==> src/rtl/array_refresh_sched.sv <==
// array_refresh_sched: periodic refresh scheduler and array ownership arbiter.
// A tREFI interval timer produces refresh ticks. Ticks are banked in a credit
// counter of owed refreshes that drains through a start/done handshake with
// the refresh engine. The host is granted the array whenever refresh is not
// urgently owed. An active host grant is never preempted. Urgency only stops
// the next grant from being issued.
// MAX_POSTPONE must lie in 1..7 so that it fits the 3-bit rf_pending port.
module array_refresh_sched #(
  parameter int TREFI_WIDTH  = 16,
  parameter int MAX_POSTPONE = 4
) (
  input  logic                   clk,
  input  logic                   rst_n,
  input  logic                   rf_en,
  input  logic [TREFI_WIDTH-1:0] array_tREFI,
  input  logic                   host_req,
  output logic                   host_grant,
  output logic                   rf_start,
  input  logic                   rf_done,
  output logic [2:0]             rf_pending,
  output logic                   rf_urgent,
  output logic                   rf_overflow
);

  localparam logic [2:0] MAX_P = 3'(MAX_POSTPONE);

  typedef enum logic [1:0] {
    IDLE     = 2'd0,
    HOST     = 2'd1,
    RF_ISSUE = 2'd2,
    RF_WAIT  = 2'd3
  } state_t;

  state_t state_q, state_d;

  logic [TREFI_WIDTH-1:0] timer_q, timer_d;
  logic [TREFI_WIDTH-1:0] timer_eff;
  logic [TREFI_WIDTH-1:0] reload_val;
  logic                   armed_q, armed_d;
  logic                   timer_active;
  logic                   tick;

  logic [2:0] pending_q, pending_d;
  logic       overflow_q, overflow_d;
  logic       rf_dec;

  logic host_grant_q, host_grant_d;
  logic rf_start_q, rf_start_d;

  // Interval timer. While disabled, it holds the reload value. armed_q records
  // that the timer has held a loaded value for at least one cycle. Without it,
  // the zero left by reset would fire a tick at once when leaving reset with
  // rf_en already high. With it, the first tick always comes tREFI cycles
  // after the timer starts running.
  always_comb begin
    reload_val   = array_tREFI - TREFI_WIDTH'(1);
    timer_active = rf_en && (array_tREFI != '0);
    timer_eff    = armed_q ? timer_q : reload_val;
    tick         = timer_active && (timer_eff == '0);
    armed_d      = timer_active;
    if (!timer_active || tick) begin
      timer_d = reload_val;
    end else begin
      timer_d = timer_eff - TREFI_WIDTH'(1);
    end
  end

  // Owed-refresh credits. A tick adds one credit. A done accepted in RF_WAIT
  // removes one. If both happen in the same cycle they cancel. A tick that
  // arrives at saturation is lost and is recorded in the sticky overflow flag.
  always_comb begin
    rf_dec     = (state_q == RF_WAIT) && rf_done;
    pending_d  = pending_q;
    overflow_d = overflow_q;
    if (tick && !rf_dec) begin
      if (pending_q == MAX_P) begin
        overflow_d = 1'b1;
      end else begin
        pending_d = pending_q + 3'd1;
      end
    end else if (!tick && rf_dec && (pending_q != 3'd0)) begin
      pending_d = pending_q - 3'd1;
    end
  end

  // Ownership FSM, next state. The order of the checks in IDLE sets the
  // priority: urgent refresh, then host, then non-urgent refresh. Every
  // ownership ends by passing through IDLE.
  always_comb begin
    state_d = state_q;
    unique case (state_q)
      IDLE: begin
        if (rf_urgent) begin
          state_d = RF_ISSUE;
        end else if (host_req) begin
          state_d = HOST;
        end else if (pending_q != 3'd0) begin
          state_d = RF_ISSUE;
        end
      end
      HOST: begin
        if (!host_req) begin
          state_d = IDLE;
        end
      end
      RF_ISSUE: begin
        state_d = RF_WAIT;
      end
      RF_WAIT: begin
        if (rf_done) begin
          state_d = IDLE;
        end
      end
      default: begin
        state_d = IDLE;
      end
    endcase
  end

  // The outputs are decoded from the next state and then registered, so they
  // change on the same edge as the state and never glitch.
  always_comb begin
    host_grant_d = (state_d == HOST);
    rf_start_d   = (state_d == RF_ISSUE);
  end

  // State registers. Reset clears all of them at once, without waiting for a
  // clock edge.
  always_ff @(posedge clk or negedge rst_n) begin
    if (!rst_n) begin
      state_q      <= IDLE;
      timer_q      <= '0;
      armed_q      <= 1'b0;
      pending_q    <= 3'd0;
      overflow_q   <= 1'b0;
      host_grant_q <= 1'b0;
      rf_start_q   <= 1'b0;
    end else begin
      state_q      <= state_d;
      timer_q      <= timer_d;
      armed_q      <= armed_d;
      pending_q    <= pending_d;
      overflow_q   <= overflow_d;
      host_grant_q <= host_grant_d;
      rf_start_q   <= rf_start_d;
    end
  end

  assign host_grant  = host_grant_q;
  assign rf_start    = rf_start_q;
  assign rf_pending  = pending_q;
  assign rf_urgent   = (pending_q == MAX_P);
  assign rf_overflow = overflow_q;

endmodule

==> config.mk <==
export PLATFORM = sky130hd
export DESIGN_NAME = array_refresh_sched
export DESIGN_NICKNAME = d
export VERILOG_FILES = /design/src/rtl/array_refresh_sched.sv
export SDC_FILE = /design/constraint.sdc
export NUM_CORES = 1
export LEC_CHECK = 0
export ABC_AREA = 1
export BUFFER_PORTS_ARGS = -buffer_cell sky130_fd_sc_hd__buf_2
export CORE_UTILIZATION = 55
export CTS_CLUSTER_DIAMETER = 50
export DETAILED_ROUTE_END_ITERATION = 10
export PLACE_DENSITY = 0.84
export SYNTH_ARGS = -nofsm -noshare
export SYNTH_HDL_FRONTEND = slang
export SYNTH_SLANG_ARGS = --single-unit
==> constraint.sdc <==
create_clock -name clk -period 3.3 [get_ports clk]
set_input_delay 0.495 -clock clk [delete_from_list [all_inputs] [get_ports clk]]
set_output_delay 0.495 -clock clk [all_outputs]
set_load 0.005 [all_outputs]
Yosys cells after proc, flatten, opt, wreduce, memory -nomap -nowiden

Index checks and enable logic that the tools add are counted.
Widths: inputs -> output; s select.

Register bits after elaboration: 25
Input port bits: 21
Output and inout port bits: 7
Logic and storage cells: 46

Add/sub/neg operators: 4
Equal/unequal tests: 7
Mux-type cells: 11
Reductions and logical operators: 17

Operator list:

| operator              | count |
|---|---|
| $mux 16               | 2 |
| $sub 16x1->16 const B | 2 |
| $logic_not 16->1      | 1 |
| $reduce_bool 16->1    | 1 |
| $mux 2                | 5 |
| $mux 3                | 3 |
| $pmux 2 s4            | 1 |
| $eq 2x2->1 const B    | 3 |
| $logic_and 1x1->1     | 6 |
| $eq 2x1->1 const B    | 2 |
| $reduce_and 2->1      | 2 |
| $add 3x1->3 const B   | 1 |
| $eq 3x3->1 const B    | 1 |
| $logic_not 1->1       | 3 |
| $reduce_bool 3->1     | 1 |
| $sub 3x1->3 const B   | 1 |
| $logic_not 2->1       | 1 |
| $ne 2x2->1 const B    | 1 |
| $reduce_bool 2->1     | 1 |
| $logic_or 1x1->1      | 1 |

Logic depth before layout (Yosys ltp)

Depth in word-level cells: 9
Depth in mapped cells: 18
Gate-level depth less buffers: 18

Worst setup path before layout

Ideal clock, no wire load.

Path kind: input -> register
Start point: in array_tREFI[0]
End point: reg pending_q[2], in the netlist rf_pending[2]
Library setup time: 117 ps
Arrival: 2561 ps
Data required time: 3183 ps
Path slack: 622 ps
Cell stages on the path: 14
Path buffers: 0
Path through: inv_2 ha_1 xor2_1 o21bai_1 nand3_1 nor2_1 nand3_2 nor2_8 nand3_1 fa_1 inv_1 nand4_1 nand4_1 nand2_1

Cells in the longest elaborated chain, start to end: 9
Elaborated cells between the ends (all ways): 14
Classes of those cells: add/sub (1); eq/ne (1); mux (2); reduce/logical (10)

RTL lines:

| element                        | line | source |
|---|---|---|
| start, declared                | 15   | `input logic [TREFI_WIDTH-1:0] array_tREFI,` |
| $sub 16x1->16                  | 56   | `reload_val = array_tREFI - TREFI_WIDTH'(1);` |
| $mux 16                        | 58   | `timer_eff = armed_q ? timer_q : reload_val;` |
| $logic_not 16->1               | 59   | `tick = timer_active && (timer_eff == '0);` |
| $logic_and 1x1->1 *            | 59   |  |
| $logic_not 1->1                | 81   | `end else if (!tick && rf_dec && (pending_q != 3'd0)) begin` |
| $logic_and 1x1->1 (2 in a row) | 81   |  |
| $reduce_bool 2->1 (no line)    | n/a  |  |
| $reduce_and 2->1 (no line)     | n/a  |  |
| end signal, assigned           | 142  | `pending_q <= pending_d;` |
| end, declared                  | 43   | `logic [2:0] pending_q, pending_d;` |

Mark *: on every way between the ends. The rest lies on a longest branch, timed or not.
A chain may end at the register's enable or synchronous reset.

Worst setup path after layout

Start point: reg armed_q
End point: reg pending_q[2], in the netlist rf_pending[2]

Cells in the longest elaborated chain, start to end: 8
Elaborated cells between the ends (all ways): 11
Classes of those cells: eq/ne (1); mux (2); reduce/logical (8)

RTL lines:

| element                        | line | source |
|---|---|---|
| start, declared                | 39   | `logic armed_q, armed_d;` |
| start signal, assigned         | 141  | `armed_q <= armed_d;` |
| $mux 16 *                      | 58   |  |
| $logic_not 16->1 *             | 59   |  |
| $logic_and 1x1->1 *            | 59   |  |
| $logic_not 1->1                | 81   |  |
| $logic_and 1x1->1 (2 in a row) | 81   |  |
| $reduce_bool 2->1 (no line)    | n/a  |  |
| $reduce_and 2->1 (no line)     | n/a  |  |

Marks and branches as above.

==> impl_summary.md <==
Status
The flow ran to the end, and the final reports show no timing, DRC or antenna violations.

Drt
In this run, the number of DRC markers left after iteration 0 of detailed routing was roughly 120. The routed via count is 1968. The wire length after detailed routing is roughly 4600 um. After detailed routing, the number of remaining DRC violations is 0. The first detailed-routing pass took 4 iterations. The detailed-route vias per instance is approximately 5.4.

The detail-routed net length per standard cell is 12.46 um. The count of nets left with antenna violations once routing finished came out at 0.

Global routing
The number of antenna violations at the first check in global routing is 0. The global-route congestion overflow total is 0. The first global-routing pass estimated 7990 um of wire.

Global routing used between 20 and 30% of the available tracks. The pin count of the biggest net entering global routing is 26. The via count of the first global-routing pass is between 1500 and 2000.

Die
The overall die area is a little over 4000 um2. The boundary pin count is 28. From bottom edge to top edge, the die measures 63.45 um. The initial utilization of the core area, before any placement, comes to between 50% and 60%. The die is approximately 63 um wide.

The region available for standard cell placement spans around 3500 um2. After floorplanning, the core was divided into 21 placement rows.

Logic synthesis
The count of warnings emitted by yosys is 0. For this run, the register share of the synthesized area comes to roughly 30%. The netlist area before placement is 2077 um2. The synthesized netlist net count is 320. Synthesis inferred 25 register bits. In this run the mean area of a mapped cell was 7.065 um2. After synthesis, the netlist uses 37 different library cells. The cell count after synthesis is about 290.

Pwr
IR analysis of the VDD net gives a maximum drop of ~0.27 mV. In this run the static leakage power is between 0.001 and 0.0015 uW. The portion of total power attributed to sequential cells is 44.8%. The internal cell power is between 500 and 600 uW.

The share of total power dissipated in combinational logic is 35.6%. Power spread over the standard cell area amounts to approximately 390 nW/um2. The clock network power share is 19.6%. The reported net switching power is 327.0 uW. The switching part of the total power is about 36%.

Finish
The fraction of the core area covered by cells at the end of the flow is 65.58%. The library cells used most frequently in the layout, excluding fill and tap cells, are 80 x sky130_fd_sc_hd__nand2_1, 34 x sky130_fd_sc_hd__nand3_1, 28 x sky130_fd_sc_hd__inv_1, 27 x sky130_fd_sc_hd__nor2_1, 27 x sky130_fd_sc_hd__buf_2. Compared with the post-synthesis result, the final layout area differs by 9.518%. The final-stage net count is between 300 and 400. The number of fill cells in the layout is ~330. The library cell used most frequently in the layout, excluding fill and tap cells, is sky130_fd_sc_hd__nand2_1. The diode insertion count for antenna repair is 0. In the final layout, the share of cells above drive strength 1 is between 20% and 30%.

Worst setup path
The timing startpoint of the critical path is armed_q$_DFF_PN0_. Counting cells, the worst reg-to-reg path comes to 14. The endpoint identified for the worst register-to-register timing path is rf_pending[2]$_DFFE_PN0P_.

The type of element launching the critical path is a flop. The critical path class is reg -> reg. The worst setup path is captured at a flop. In this run the worst path has a maximum fanout of 24. The capturing element of the worst setup path is rf_pending[2]$_DFFE_PN0P_. The endpoint arrival time on the critical path is about 3100 ps. For the worst setup path, the data required time is roughly 3500 ps. For flop-to-flop paths, the worst setup slack is about 380 ps.

The startpoint identified for the worst register-to-register timing path is armed_q$_DFF_PN0_.

Clocking
The clock latency on the worst-skew pair is around 260 ps. The clock buffer count from CTS is 3. After clock tree synthesis, the repair step resized 0 gates. In this run the clock root is driven by a sky130_fd_sc_hd__clkbuf_8. For this design, the CTS-stage hold fixing added 0 buffers. In this run the deepest clock path goes through 2 buffers. The clock net in this run drives a total of 25 sinks.

In this run the number of H-tree levels came out at 1. The TritonCTS clock tree is done. The number of buffers inserted to repair setup after CTS is 0. The register clock-pin slew on the reported worst setup and hold paths is 80 ps.

Timing
Setup violations remaining at the end of the flow were counted as 0. The clock period could shrink to 2922 ps. Setup repair after global routing left no endpoint under its margin. The slew at the pin closest to its max-slew limit is between 500 and 600 ps. After layout, the worst path uses 88.55% of the clock period. The setup TNS is 0 ps.

Setup slack on the critical path of the routed design comes to approximately 380 ps. The max-slew violation count came to 0. The normalized max-slew margin is around three fifths. The number of hold-slack violations in the final timing report was 0. The fmax is approximately 0.34 GHz. The final setup skew is 7.874 ps.

Place
The placer congestion estimate is just over 0.9. The placed wire-length estimate after detailed placement is 3637 um. Port buffering added 27 buffers. The worst setup slack before clock tree synthesis is between 200 and 300 ps.

Worst hold path
In this run the worst hold path is classified as in -> async.

Run
The tool flagged a number of max-cap violations equal to 0.
[through the flow]
step	hold slack [ps]	cells	power, uW	instance area (um2)
6_report	213.4	366	897.1	2275
5_1_grt	264.5	366	973.7	2275
4_1_cts	225.7	366	906.8	2275
3_5_place_dp	462.3	362	726.8	2230
3_3_place_gp	479.9	362	715.5	2230
2_1_floorplan	199.4	294	624.1	2077
[worst min-delay path by stage]
stage / end / cells after the start
finish: timer_q[15]$_DFF_PN0_ / 1
global route: timer_q[15]$_DFF_PN0_ / 1
CTS: timer_q[15]$_DFF_PN0_ / 1
detailed placement: rf_overflow$_DFFE_PN0P_ / 1
global placement: rf_pending[2]$_DFFE_PN0P_ / 2
floorplan: armed_q$_DFF_PN0_ / 0
[critical path, cell delays in order (launching register included)]
cell                      delay, ps
sky130_fd_sc_hd__dfrtp_1        540
sky130_fd_sc_hd__inv_2          250
sky130_fd_sc_hd__o21ai_0        400
sky130_fd_sc_hd__ha_1           230
sky130_fd_sc_hd__nand3_1         90
sky130_fd_sc_hd__nor2_1         150
sky130_fd_sc_hd__nand3_2        140
sky130_fd_sc_hd__nor2_8         140
sky130_fd_sc_hd__nand3_1        140
sky130_fd_sc_hd__fa_1           400
sky130_fd_sc_hd__inv_1           60
sky130_fd_sc_hd__nand4_1        100
sky130_fd_sc_hd__nand3_1        110
sky130_fd_sc_hd__nand2_1         50
sky130_fd_sc_hd__nand2_1         50
[cells in the mapped netlist]
library cell / n / share of area [%]
sky130_fd_sc_hd__nand2_1: 80 / 14
sky130_fd_sc_hd__nand3_1: 34 / 8.2
sky130_fd_sc_hd__inv_1: 28 / 5.1
sky130_fd_sc_hd__nor2_1: 27 / 4.9
sky130_fd_sc_hd__dfrtp_1: 25 / 30
sky130_fd_sc_hd__o21ai_1: 11 / 2.7
sky130_fd_sc_hd__nor2_4: 8 / 4.3
sky130_fd_sc_hd__nand2_2: 7 / 2.1
sky130_fd_sc_hd__nand4_1: 7 / 2.1
sky130_fd_sc_hd__o21ai_0: 7 / 1.7
sky130_fd_sc_hd__xor2_1: 7 / 3.0
sky130_fd_sc_hd__a31oi_1: 6 / 1.8
sky130_fd_sc_hd__or2_2: 5 / 1.5
sky130_fd_sc_hd__ha_1: 4 / 2.4
sky130_fd_sc_hd__nand3_2: 4 / 1.9
sky130_fd_sc_hd__a21oi_1: 3 / 0.72
sky130_fd_sc_hd__inv_2: 3 / 0.54
sky130_fd_sc_hd__nor2_2: 3 / 0.90
sky130_fd_sc_hd__o21bai_1: 3 / 1.1
sky130_fd_sc_hd__buf_2: 2 / 0.48
sky130_fd_sc_hd__buf_6: 2 / 1.1
sky130_fd_sc_hd__nand3b_1: 2 / 0.72
sky130_fd_sc_hd__xnor2_1: 2 / 0.84
sky130_fd_sc_hd__a21oi_2: 1 / 0.42
sky130_fd_sc_hd__a21oi_4: 1 / 0.78
sky130_fd_sc_hd__buf_4: 1 / 0.36
sky130_fd_sc_hd__fa_1: 1 / 0.96
sky130_fd_sc_hd__inv_4: 1 / 0.30
sky130_fd_sc_hd__mux2i_1: 1 / 0.48
sky130_fd_sc_hd__nand2_4: 1 / 0.54
sky130_fd_sc_hd__nand3_4: 1 / 0.84
sky130_fd_sc_hd__nor2_8: 1 / 0.96
sky130_fd_sc_hd__nor3_1: 1 / 0.24
sky130_fd_sc_hd__nor3_2: 1 / 0.48
sky130_fd_sc_hd__o21a_1: 1 / 0.36
sky130_fd_sc_hd__or2_1: 1 / 0.30
sky130_fd_sc_hd__or4_1: 1 / 0.36
[final cells by class]
cell class                      instances  area, um2  share of cell area [%]
Clock buffer                            4      45.04                   1.980
Inverter                               32      122.6                   5.391
Multi-Input combinational cell        232       1289                   56.66
Sequential cell                        25      625.6                   27.50
Tap cell                               46      57.56                   2.530
Timing Repair Buffer                   27      135.1                   5.941
[cells by family after synthesis]
family,after synthesis,share of synthesized area [%]
AND/OR/NAND/NOR,184,44.88
AO/OA/AOI/OAI,33,9.518
adder cells (fa/ha/maj),5,3.374
XOR/XNOR,9,3.795
multiplexers,1,0.4819
flip-flops,25,30.12
buffers and inverters,37,7.832
[sequential cells by signal (all words and copies together), names as in the netlist]
| signal | count |
|---|---|
| host_grant | 1 |
| state_q | 2 |
| armed_q | 1 |
| rf_pending | 3 |
| rf_overflow | 1 |
| timer_q | 16 |
| rf_start | 1 |
[per-layer routing]
layer	share of wire [%]	GRT usage, %	up-vias
met4	0	3.409	0
met2	49	43.22	32
met1	47	33.71	924
met5	0	0	-
li1	-	-	1012
met3	4.0	4.167	0
[power by group through the flow]
stage	logic (uW)	clock network, uW	registers, uW
5_1_grt	366	195	413
4_1_cts	321	184	402
3_3_place_gp	310	0	406
6_report	319	176	402
2_1_floorplan	221	0	403
3_5_place_dp	319	0	407
Note: power is estimated with default switching activity, not from simulation.
